$ cat config.mk
export PLATFORM = sky130hd
export DESIGN_NAME = bcd_updown_counter
export DESIGN_NICKNAME = d
export VERILOG_FILES = /design/src/rtl/bcd_pkg.sv /design/src/rtl/bcd_digit_cell.sv /design/src/rtl/bcd_updown_counter.sv
export SDC_FILE = /design/constraint.sdc
export NUM_CORES = 1
export LEC_CHECK = 0
export ABC_AREA = 0
export ABC_CLOCK_PERIOD_IN_PS = 2300
export BUFFER_PORTS_ARGS = -buffer_cell sky130_fd_sc_hd__buf_2
export CAP_MARGIN = 15
export CELL_PAD_IN_SITES_DETAIL_PLACEMENT = 1
export CELL_PAD_IN_SITES_GLOBAL_PLACEMENT = 2
export CORE_ASPECT_RATIO = 1.75
export CORE_UTILIZATION = 33
export CTS_CLUSTER_DIAMETER = 30
export DETAILED_ROUTE_END_ITERATION = 10
export PLACE_DENSITY_LB_ADDON = 0.1
export REMOVE_ABC_BUFFERS = 1
export SKIP_CTS_REPAIR_TIMING = 1
export SYNTH_ARGS = -nofsm -noshare
export SYNTH_HDL_FRONTEND = slang
export SYNTH_SLANG_ARGS = --single-unit
export TNS_END_PERCENT = 1
$ cat constraint.sdc
create_clock -name clock -period 2.3 [get_ports clock]
set_clock_uncertainty 0.1 [all_clocks]
set_input_delay 0.23 -clock clock [delete_from_list [all_inputs] [get_ports clock]]
set_output_delay 0.23 -clock clock [all_outputs]
set_load 0.02 [all_outputs]
$ cat src/rtl/bcd_pkg.sv
// Shared BCD digit type, limits and load sanitiser for the BCD up/down counter.
package bcd_pkg;

  typedef logic [3:0] bcd_digit_t;

  localparam bcd_digit_t BCD_MAX  = 4'd9;
  localparam bcd_digit_t BCD_ZERO = 4'd0;

  // Non-decimal nibbles collapse to zero so a digit never leaves 0..9.
  function automatic bcd_digit_t bcd_sanitize(input bcd_digit_t d);
    return (d > BCD_MAX) ? BCD_ZERO : d;
  endfunction

endpackage

$ cat src/rtl/bcd_digit_cell.sv
// One BCD digit with up/down step and carry/borrow out.
// Load port and load mux exist only when BCD_LOAD_EN is defined.
module bcd_digit_cell
  import bcd_pkg::*;
(
  input  logic       clock,
  input  logic       reset,
  input  logic       step_in,
  input  logic       up,
  input  logic       clear,
`ifdef BCD_LOAD_EN
  input  logic       load,
  input  bcd_digit_t load_digit,
`endif
  output bcd_digit_t digit,
  output logic       step_out
);

  bcd_digit_t digit_next;

  always_comb begin
    digit_next = digit;
    if (step_in) begin
      if (up) digit_next = (digit == BCD_MAX)  ? BCD_ZERO : digit + 4'd1;
      else    digit_next = (digit == BCD_ZERO) ? BCD_MAX  : digit - 4'd1;
    end
  end

  assign step_out = step_in && (up ? (digit == BCD_MAX) : (digit == BCD_ZERO));

  always_ff @(posedge clock or negedge reset) begin
    if (!reset)     digit <= BCD_ZERO;
    else if (clear) digit <= BCD_ZERO;
`ifdef BCD_LOAD_EN
    else if (load)  digit <= bcd_sanitize(load_digit);
`endif
    else            digit <= digit_next;
  end

endmodule

$ cat src/rtl/bcd_updown_counter.sv
// N-digit BCD up/down counter with prescaler, clear and roll-over pulse.
// Define BCD_LOAD_EN to add the load/load_val parallel-load ports.
module bcd_updown_counter
  import bcd_pkg::*;
#(
  parameter int unsigned DIGITS   = 3,
  parameter int unsigned TICK_DIV = 1000000
) (
  input  logic                  clock,
  input  logic                  reset,
  input  logic                  enable,
  input  logic                  up,
  input  logic                  clear,
`ifdef BCD_LOAD_EN
  input  logic                  load,
  input  logic [4*DIGITS-1:0]   load_val,
`endif
  output logic [4*DIGITS-1:0]   bcd,
  output logic                  tick,
  output logic                  wrap
);

  localparam int unsigned PRE_W = (TICK_DIV > 1) ? $clog2(TICK_DIV) : 1;
  localparam logic [PRE_W-1:0] PRE_LAST = PRE_W'(TICK_DIV - 1);

  logic [PRE_W-1:0] pre;
  logic             carry [0:DIGITS];

  assign tick     = enable && (pre == PRE_LAST);
  assign carry[0] = tick;

  always_ff @(posedge clock or negedge reset) begin
    if (!reset)      pre <= '0;
    else if (clear)  pre <= '0;
    else if (enable) pre <= (pre == PRE_LAST) ? '0 : pre + PRE_W'(1);
  end

  // Carry/borrow ripples combinationally from digit 0 upward.
  for (genvar k = 0; k < DIGITS; k++) begin : g_digit
    bcd_digit_cell u_cell (
      .clock      (clock),
      .reset      (reset),
      .step_in    (carry[k]),
      .up         (up),
      .clear      (clear),
`ifdef BCD_LOAD_EN
      .load       (load),
      .load_digit (load_val[4*k +: 4]),
`endif
      .digit      (bcd[4*k +: 4]),
      .step_out   (carry[k+1])
    );
  end

  always_ff @(posedge clock or negedge reset) begin
    if (!reset)     wrap <= 1'b0;
    else if (clear) wrap <= 1'b0;
`ifdef BCD_LOAD_EN
    else if (load)  wrap <= 1'b0;
`endif
    else            wrap <= carry[DIGITS];
  end

endmodule

==> summary.md, run 1 <==
| Metric | Value |
|---|---|
| Reg-to-reg slack, setup | 0.12 ns |
| Clk_lat worst skew | 0.28 ns |
| Minimum clock period | 2.24 ns |
| Initial antenna violation count | 0 |
| Layout Nets | 325 |
| # port buffers | 18 |
| Vias in the first global route | 2258 |
| Max Fclk | 447 MHz |
| GRT Resource Usage Total | 0.203 |
| Endpoints failing hold | 0 |
| Count of state elements after synthesis | 33 |
| DR vias/cell | 5.63 |
| Top_reg_cell synth | dfrtp_1 |
| Crit path DAT | 1.91 ns |
| Total congestion overflow | 0 |
| Critical path class | reg -> out |
| Unrepaired setup endpoints after global routing | yes |
| Area delta synth->final | 24.5% |
| Largest net degree at the start of global routing | 34 |
| Post-route worst setup slack | 0.0614 ns |
| 1st-pass router iterations | 4 |
| CP endpoint kind | output port |
| # Max-Cap Violations | 0 |
| Clock slew at reported path FFs | 0.05 ns |
| Synth warn | 0 |
| Seq/Total Area, Yosys | 0.354 |
| Slew headroom | 0.455 |
| Die Width | 65.6 um |
| Remaining antenna violation count | 0 |
| Vias | 2256 |
| Fill cells | 820 |
| Netlist cell types | 59 |
| Synthesized area per cell | 8.51 um^2 |
| Worst-case reg-to-reg path depth | 6 |
| Num Clock Sinks | 33 |
| Final Wtd Congestion | 0.782 |
| TritonCTS clock tree | built |
| Dpl ws | -0.00223 ns |
| Die area | 7420 um^2 |
| First-pass GRT wire length | 11400 um |
| Worst VDD drop | 0.000498 V |
| Root buf cell | clkbuf_16 |
| H-tree levels | 2 |
| Ant. Diodes | 0 |
| Starting Density | 0.340 |
| Hold Crit Class | in -> reg |
| Clock buffer count from CTS | 5 |
| Startpoint Class | flop |
| Outcome | finished, final reports clean |
| Chip height | 113 um |
| Core Rows | 40 |
| Leakage | 1.27 nW |
| IO Count | 19 |
| WHS | 0.211 ns |
| Post-DP HPWL | 5180 um |
| Min-Delay Path Depth | 2 |
| Critical Path RT | 1.97 ns |
| Final TNS setup | 0 ns |
| DRC | 0 |
| Final setup fails | 0 |
| Mapped cell area | 2330 um^2 |
| Layout cells sized above 1 | 0.233 |
| Syn Inst Count | 274 |
| Post-synthesis async set-or-reset flop share | 1.00 |
| Pwr Density | 505 nW/um^2 |
| Routed WL | 6980 um |
| Core ar. | 6860 um^2 |
| Cell Area, Placed | 2660 um^2 |
| CP max FO | 4 |
| Number of synthesized flops with an enable pin | 0 |
| Crit share post-route | 0.973 |
| DR iter-0 viols | 64 |
| Slew Limit Fails | 0 |
| Clk buf depth | 2 |
| Wirelength per Cell | 17.4 um |
| Final Cell Area | 2900 um^2 |
| Worst-margin pin slew | 0.818 ns |
cell type report:
class                   count  area [um^2]  area share
multi-input cells         212         1390       0.480
flip-flops and latches     33          826       0.284
repair buffers             54          369       0.127
clock buffers               7          143      0.0491
well taps                  84          105      0.0362
inverters                  10         37.5      0.0129
clock inverters             1         30.0      0.0103
layer usage:
layer / vias up / GRT usage / wire [um]
met5: - / 0 / 0
met4: 0 / 0.0899 / 189
met3: 15 / 0.0393 / 159
met2: 28 / 0.387 / 3980
met1: 1128 / 0.204 / 2650
li1: 1085 / - / -
synthesized netlist by cell type (all sizes together), types with 2 or more instances:
cell	count	area (um^2)
a21o	3	22.5
clkbuf	11	41.3
or3	2	12.5
o21a	2	15.0
and3	10	62.6
nor3	10	60.1
a41oi	2	17.5
buf	8	57.6
nor4b	2	23.8
and4	3	26.3
nor4	4	40.0
xor2	7	61.3
nor2b	4	25.0
ha	4	50.1
xnor2	8	70.1
nor2	34	128
or4	2	22.5
nand4	8	50.1
o311ai	2	17.5
and2	6	37.5
nand2b	4	25.0
inv	10	37.5
o211ai	3	22.5
nand3	14	70.1
a221oi	4	35.0
and4b	2	20.0
mux2i	5	50.1
a21oi	12	60.1
o21ai	11	55.1
o22ai	5	31.3
dfrtp	33	826
a31oi	4	25.0
nand2	17	66.3
cells by family (layout without fill, tap and decap cells):
logic type,count (synthesis),count (layout),synth area share
buffers and inverters,29,72,0.0585
AOI/OAI and AO/OA,60,60,0.179
adders and majority gates,4,4,0.0215
muxes,6,6,0.0263
xor gates and xnor gates,15,15,0.0563
DFF,33,33,0.354
and+or+nand+nor,127,127,0.304
registers in the layout (all words and copies together) (netlist names):
signal	count
pre	20
g_digit.u_cell.digit	12
wrap	1
path summary, 6_finish.rpt:
path                          from                    endpoint
max in group asynchronous    reset                      pre[3]
min                          clear  g_digit[0].u_cell.digit[0]
min reg2reg                pre[18]                     pre[18]
min in group asynchronous    reset  g_digit[2].u_cell.digit[2]
max reg2reg                pre[12]  g_digit[2].u_cell.digit[3]
max                         pre[0]                        tick
critical path: stages, from the launching register on:
cell and delay (ns):
dfrtp_1 0.41, ha_1 0.19, and3_2 0.24, nand4_1 0.18, nor4_4 0.31, buf_4 0.18
buf_6 0.11
power breakdown:
group | leakage (nW) | internal, mW | switching, mW
registers | 0.460 | 0.585 | 0.00449
logic | 0.728 | 0.0313 | 0.0622
clock network | 0.0841 | 0.541 | 0.241
cells in the final DEF, fill, tap and decap left out, drive strengths merged, types with 5 or more instances in the layout:
cell,instances
nand3,14
and3,10
and2,6
mux2i,5
o22ai,5
nor3,10
inv,10
o21ai,11
buf,53
xor2,7
nor2,34
dfrtp,33
nand4,8
nand2,17
a21oi,12
xnor2,8
clkbuf,7
per-stage QoR:
| step | total power, mW | utilization | cells |
|---|---|---|---|
| final | 1.46 | 0.423 | 401 |
| after global routing | 1.54 | 0.423 | 401 |
| after CTS | 1.50 | 0.413 | 396 |
| after detailed placement | 0.692 | 0.388 | 388 |
| after global placement | 0.689 | 0.388 | 388 |
| after floorplan | 0.634 | - | 255 |
No activity file was read; power rests on OpenSTA's default activity.
==> inputs of run 2 (changes only) <==
--- a/config.mk
+++ b/config.mk
@@ -12,7 +12,7 @@
 export CELL_PAD_IN_SITES_DETAIL_PLACEMENT = 1
 export CELL_PAD_IN_SITES_GLOBAL_PLACEMENT = 2
 export CORE_ASPECT_RATIO = 1.75
-export CORE_UTILIZATION = 33
+export CORE_UTILIZATION = 34
 export CTS_CLUSTER_DIAMETER = 30
 export DETAILED_ROUTE_END_ITERATION = 10
 export PLACE_DENSITY_LB_ADDON = 0.1
@@ -20,5 +20,6 @@
 export SKIP_CTS_REPAIR_TIMING = 1
 export SYNTH_ARGS = -nofsm -noshare
 export SYNTH_HDL_FRONTEND = slang
+export SYNTH_HIERARCHICAL = 1
 export SYNTH_SLANG_ARGS = --single-unit
 export TNS_END_PERCENT = 1
==> run 2 against run 1 <==
  * The flow now finishes with violations (setup timing)
  * Clock power decreased by 44%
  * Worst setup slack got worse by 0.22 ns
  * First-iteration DRC count decreased by 27%
  * Utilization increased by 3.1 points
  * Area after synthesis decreased by 4.6%
  * Design area decreased by 1.9%
==> summary.md, run 2 <==
| Metric | Value |
|---|---|
| Outcome | finished, violations left |
| Failing checks | setup timing |
| Most frequent cells in the layout | 41 x buf_4, 33 x nor2_1, 33 x dfrtp_1, 21 x nand2_1, 17 x buf_2 |
| DR iter-0 viols | 47 |
| Post-DP HPWL | 4780 um |
| Seq/Total Area, Yosys | 0.371 |
| Final Wtd Congestion | 0.788 |
| Top post-synthesis cells by area | dfrtp_1 37%, ha_1 7.3%, nor2_1 5.6% |
| CP endpoint kind | flop |
| Post-synthesis compound-gate area fraction | 0.159 |
| # Max-Cap Violations | 0 |
| TritonCTS clock tree | built |
| Top_reg_cell synth | dfrtp_1 |
| # port buffers | 18 |
| Synth Area in Adders | 0.0731 |
| Crit share post-route | 1.07 |
| Ant. Diodes | 0 |
| Layout Utilization | 0.454 |
| Max reg flops | 20 |
| Total power | 1.10 mW |
| Vias in the first global route | 2145 |
| DRC | 0 |
| Post-synthesis mux area share | 0.0202 |
| Area delta synth->final | 28.0% |
| Crit path DAT | 2.56 ns |
| Critical path class | reg -> reg |
| Minimum clock period | 2.45 ns |
| Total congestion overflow | 0 |
| Max Fclk | 408 MHz |
| Die area | 6890 um^2 |
| Netlist cell types | 46 |
| Slew headroom | 0.479 |
| 1st-pass router iterations | 4 |
| Clk_lat worst skew | 0.29 ns |
| Dpl ws | -0.503 ns |
| Syn Inst Count | 245 |
| Core Rows | 38 |
| WHS | 0.243 ns |
| Final setup fails | 9 |
| Initial antenna violation count | 0 |
| IO Count | 19 |
| Synth warn | 6 |
| Largest family of logic cells by synthesized area | simple AND/OR/NAND/NOR gates |
| Most common cell after layout, fill and taps aside | buf_4 |
| Yosys top cell by area | dfrtp_1 |
| Endpoints failing hold | 0 |
| Leakage | 1.29 nW |
| Unrepaired setup endpoints after global routing | yes |
| Post-synthesis simple-gate area fraction | 0.256 |
| CP max FO | 5 |
| Count of state elements after synthesis | 33 |
| Fill cells | 776 |
| GRT Resource Usage Total | 0.203 |
| Mapped cell area | 2230 um^2 |
| Final Instance Count excl. Fillers | 384 |
| Commonest cells post-synth | 33 x dfrtp_1, 33 x nor2_1, 22 x nand2_1 |
| Core ar. | 6280 um^2 |
| First-pass GRT wire length | 10500 um |
| Hold Crit Class | in -> reg |
| Remaining antenna violation count | 0 |
| Starting Density | 0.355 |
| Layout cells sized above 1 | 0.313 |
| Clk buf depth | 2 |
| Routed WL | 6290 um |
| Largest net degree at the start of global routing | 34 |
| Cell Area, Placed | 2650 um^2 |
| Vias | 2046 |
| Worst VDD drop | 0.000234 V |
| Num Clock Sinks | 33 |
| Pwr Density | 385 nW/um^2 |
| Die Width | 63.2 um |
| Critical Path RT | 2.40 ns |
| H-tree levels | 2 |
| Biggest regs | pre (20), g_digit.u_cell/digit (12), wrap (1) |
| Area share of the largest cell type after synthesis | 0.371 |
| Number of synthesized flops with an enable pin | 0 |
| Top reg by flops | pre |
| Layout Nets | 321 |
| Chip height | 109 um |
| Xor/xnor share of the synthesized area | 0.0669 |
| Final TNS setup | -0.671 ns |
| Clock buffer count from CTS | 5 |
| Startpoint Class | flop |
| DR vias/cell | 5.33 |
| Synthesized area per cell | 9.09 um^2 |
| Cells after DPL | 372 |
| Clock slew at reported path FFs | 0.07 ns |
| Final Cell Area | 2850 um^2 |
| Post-synthesis async set-or-reset flop share | 1.00 |
| Wirelength per Cell | 16.4 um |
| Post-route worst setup slack | -0.154 ns |
| Slew Limit Fails | 0 |
| Worst-margin pin slew | 0.781 ns |
| Root buf cell | clkbuf_8 |
run 2: cell count changes in the layout (fill, tap and decap cells not counted), moves of 6 or more:
cell     before  now
nand3_1      14    7
ha_1          4   13
buf_4        35   41
nor3b_1       1    9
o21ai_0      10    1
inv_2         0    6
run 2: final cells by class:
type | instances | area [um^2] | area share
tap | 80 | 100 | 0.0351
timing repair buffer | 62 | 437 | 0.153
inverter | 13 | 48.8 | 0.0171
clock inverter | 2 | 10.0 | 0.00351
clock buffer | 6 | 72.6 | 0.0255
sequential | 33 | 826 | 0.290
multi-input combinational | 188 | 1360 | 0.476
run 2: critical path, stage by stage (launching register included):
cell	delay (ns)
dfrtp_1	0.39
nor4b_2	0.32
nand3_2	0.17
nor4_4	0.32
and2_4	0.20
inv_2	0.04
nor3_4	0.13
inv_2	0.07
nor3_4	0.16
buf_6	0.15
nand2_4	0.05
xnor2_2	0.13
nor3_1	0.15
run 2: kinds of logic (layout without fill, tap and decap cells):
group                    count (synthesis)  count (layout)
AND/OR/NAND/NOR                        107             107
AO/OA/AOI/OAI                           47              47
flip-flops                              33              33
buffers and inverters                   24              83
XOR/XNOR                                17              17
adder cells (fa/ha/maj)                 13              13
multiplexers                             4               4
run 2: routing by layer:
metal | vias to the layer above | share of wire | track usage
li1 | 988 | - | -
met1 | 1035 | 0.37 | 0.201
met2 | 17 | 0.60 | 0.417
met3 | 6 | 0.014 | 0.0251
met4 | 0 | 0.016 | 0.0748
met5 | - | 0 | 0
run 2: report_power, final:
group	total (mW)	internal (mW)	switching, mW
Clock	0.437	0.210	0.227
Combinational	0.0737	0.0241	0.0497
Sequential	0.585	0.583	0.00166
Total	1.10	0.817	0.278
run 2: worst paths after layout:
check                         from                    endpoint  slack (ns)  cells past startpoint
max                        pre[12]  g_digit[2].u_cell/digit[2]       -0.15                     12
min                          clear  g_digit[2].u_cell/digit[0]        0.24                      2
max reg2reg                pre[12]  g_digit[2].u_cell/digit[2]       -0.15                     12
min reg2reg                pre[18]                     pre[18]        0.47                      2
max in group asynchronous    reset  g_digit[0].u_cell/digit[1]        1.14                      2
min in group asynchronous    reset                     pre[11]        0.45                      2
==> inputs of run 3 (changes only) <==
--- a/config.mk
+++ b/config.mk
@@ -16,7 +16,6 @@
 export CTS_CLUSTER_DIAMETER = 30
 export DETAILED_ROUTE_END_ITERATION = 10
 export PLACE_DENSITY_LB_ADDON = 0.1
-export REMOVE_ABC_BUFFERS = 1
 export SKIP_CTS_REPAIR_TIMING = 1
 export SYNTH_ARGS = -nofsm -noshare
 export SYNTH_HDL_FRONTEND = slang
==> run 3 against run 2 <==
  * The run still ends with setup timing left
  * Hold slack worse by 0.031 ns
  * Maximum frequency is 3.5% higher
  * Count of clock-buffer cells in the layout unchanged
  * Critical path depth unchanged
  * Sequential cell count unchanged
  * Clock power rose by 4.6%
  * Worst setup slack better by 0.082 ns
  * Die area did not move
  * First-iteration DRC count up 21%
==> summary.md, run 3 (synthesis gave the netlist of run 2 again) <==
| Metric | Value |
|---|---|
| WHS | 0.212 ns |
| Final setup fails | 5 |
| Total power | 1.12 mW |
| Layout cells sized above 1 | 0.283 |
| Hold Crit Class | in -> reg |
| Routed WL | 6120 um |
| GRT Resource Usage Total | 0.199 |
| 1st-pass router iterations | 4 |
| Clock slew at reported path FFs | 0.07 ns |
| Core ar. | 6280 um^2 |
| Final TNS setup | -0.227 ns |
| First-pass GRT wire length | 10400 um |
| Failing checks | setup timing |
| Root buf cell | clkbuf_8 |
| Pwr Density | 405 nW/um^2 |
| Most frequent cells in the layout | 33 x nor2_1, 33 x dfrtp_1, 33 x buf_4, 22 x nand2_1, 17 x buf_2 |
| CP max FO | 3 |
| Post-route worst setup slack | -0.0720 ns |
| DR vias/cell | 5.35 |
| Endpoints failing hold | 0 |
| Crit path DAT | 2.49 ns |
| Biggest regs | pre (20), g_digit.u_cell/digit (12), wrap (1) |
| Slew headroom | 0.464 |
| CP Cell Sequence | nor4b_2 > nand3_1 > nor4_2 > and2_4 > inv_4 > nor3_4 > inv_2 > nor3_4 > inv_2 > a41oi_2 > o22ai_1 > nor2_1 |
| Worst path slowest cell | dfrtp_1 |
| Outcome | finished, violations left |
| Max Fclk | 422 MHz |
| Crit path max-delay family | simple AND/OR/NAND/NOR gates |
| Clk buf depth | 2 |
| DRC | 0 |
| Starting Density | 0.355 |
| Leakage | 1.21 nW |
| Startpoint Class | flop |
| Core Rows | 38 |
| Total congestion overflow | 0 |
| Chip height | 109 um |
| Largest net degree at the start of global routing | 34 |
| Worst VDD drop | 0.000266 V |
| Synth Net Count | 263 |
| Minimum clock period | 2.37 ns |
| Remaining antenna violation count | 0 |
| Die area | 6890 um^2 |
| Unrepaired setup endpoints after global routing | yes |
| Vias | 1994 |
| DR iter-0 viols | 57 |
| Final Wtd Congestion | 0.763 |
| Critical path class | reg -> reg |
| # port buffers | 18 |
| Initial antenna violation count | 0 |
| Crit share post-route | 1.03 |
| Max reg flops | 20 |
| Clock buffer count from CTS | 5 |
| Slew Limit Fails | 0 |
| TritonCTS clock tree | built |
| Critical Path RT | 2.41 ns |
| IO Count | 19 |
| Vias in the first global route | 2153 |
| Layout Nets | 311 |
| Area delta synth->final | 23.9% |
| Max incr delay on CP | 0.39 ns |
| Worst-margin pin slew | 0.804 ns |
| # Max-Cap Violations | 0 |
| Clk_lat worst skew | 0.29 ns |
| Ant. Diodes | 0 |
| H-tree levels | 2 |
| Buf/Inv on CP | 3 |
| Num Clock Sinks | 33 |
| Top reg by flops | pre |
| Post-DP HPWL | 4730 um |
| Die Width | 63.2 um |
| CP endpoint kind | flop |
| Wirelength per Cell | 16.4 um |
==> run 3: cell type report <==
cell class | count | area (um^2)
clock buffer | 6 | 82.6
clock inverter | 1 | 7.51
fill | 763 | 3520
inverter | 13 | 51.3
multi-input combinational | 188 | 1340
sequential | 33 | 826
tap | 80 | 100
timing repair buffer | 52 | 354
==> run 3: tightest hold or removal path, cell delays in order <==
cell and delay [ns]:
buf_2 0.16, o31ai_1 0.09, a311oi_1 0.08
==> run 3: metrics by stage <==
stage                     setup slack (ns)  std cells  instance area [um^2]  utilization
after floorplan                     -0.111        245                  2270            -
after global placement             -0.0209        365                  2630        0.420
after detailed placement            -0.149        365                  2630        0.420
after CTS                           -0.158        372                  2720        0.434
after global routing                -0.291        373                  2760        0.439
final                              -0.0720        373                  2760        0.439
==> run 3: report_power, final <==
part           leakage (nW)  internal (mW)  switching (mW)  total (mW)
registers             0.460          0.583         0.00231       0.585
logic                 0.707         0.0242          0.0488      0.0730
clock network        0.0433          0.237           0.221       0.457
==> run 3: final timing paths <==
path | start | slack (ns) | endpoint | cells past startpoint
min | up | 0.21 | g_digit[0].u_cell/digit[3] | 3
max | pre[12] | -0.07 | g_digit[2].u_cell/digit[0] | 12
max in group asynchronous | reset | 1.12 | pre[0] | 2
max reg2reg | pre[12] | -0.07 | g_digit[2].u_cell/digit[0] | 12
min reg2reg | pre[19] | 0.42 | pre[19] | 1
min in group asynchronous | reset | 0.46 | pre[14] | 2
==> run 3: per-layer routing <==
metal / global-route usage / part of all wire / up-vias
met5: 0 / 0 / -
met4: 0.0748 / 0.015 / 0
met3: 0.0251 / 0.015 / 7
met2: 0.404 / 0.59 / 22
met1: 0.199 / 0.38 / 992
li1: - / - / 973
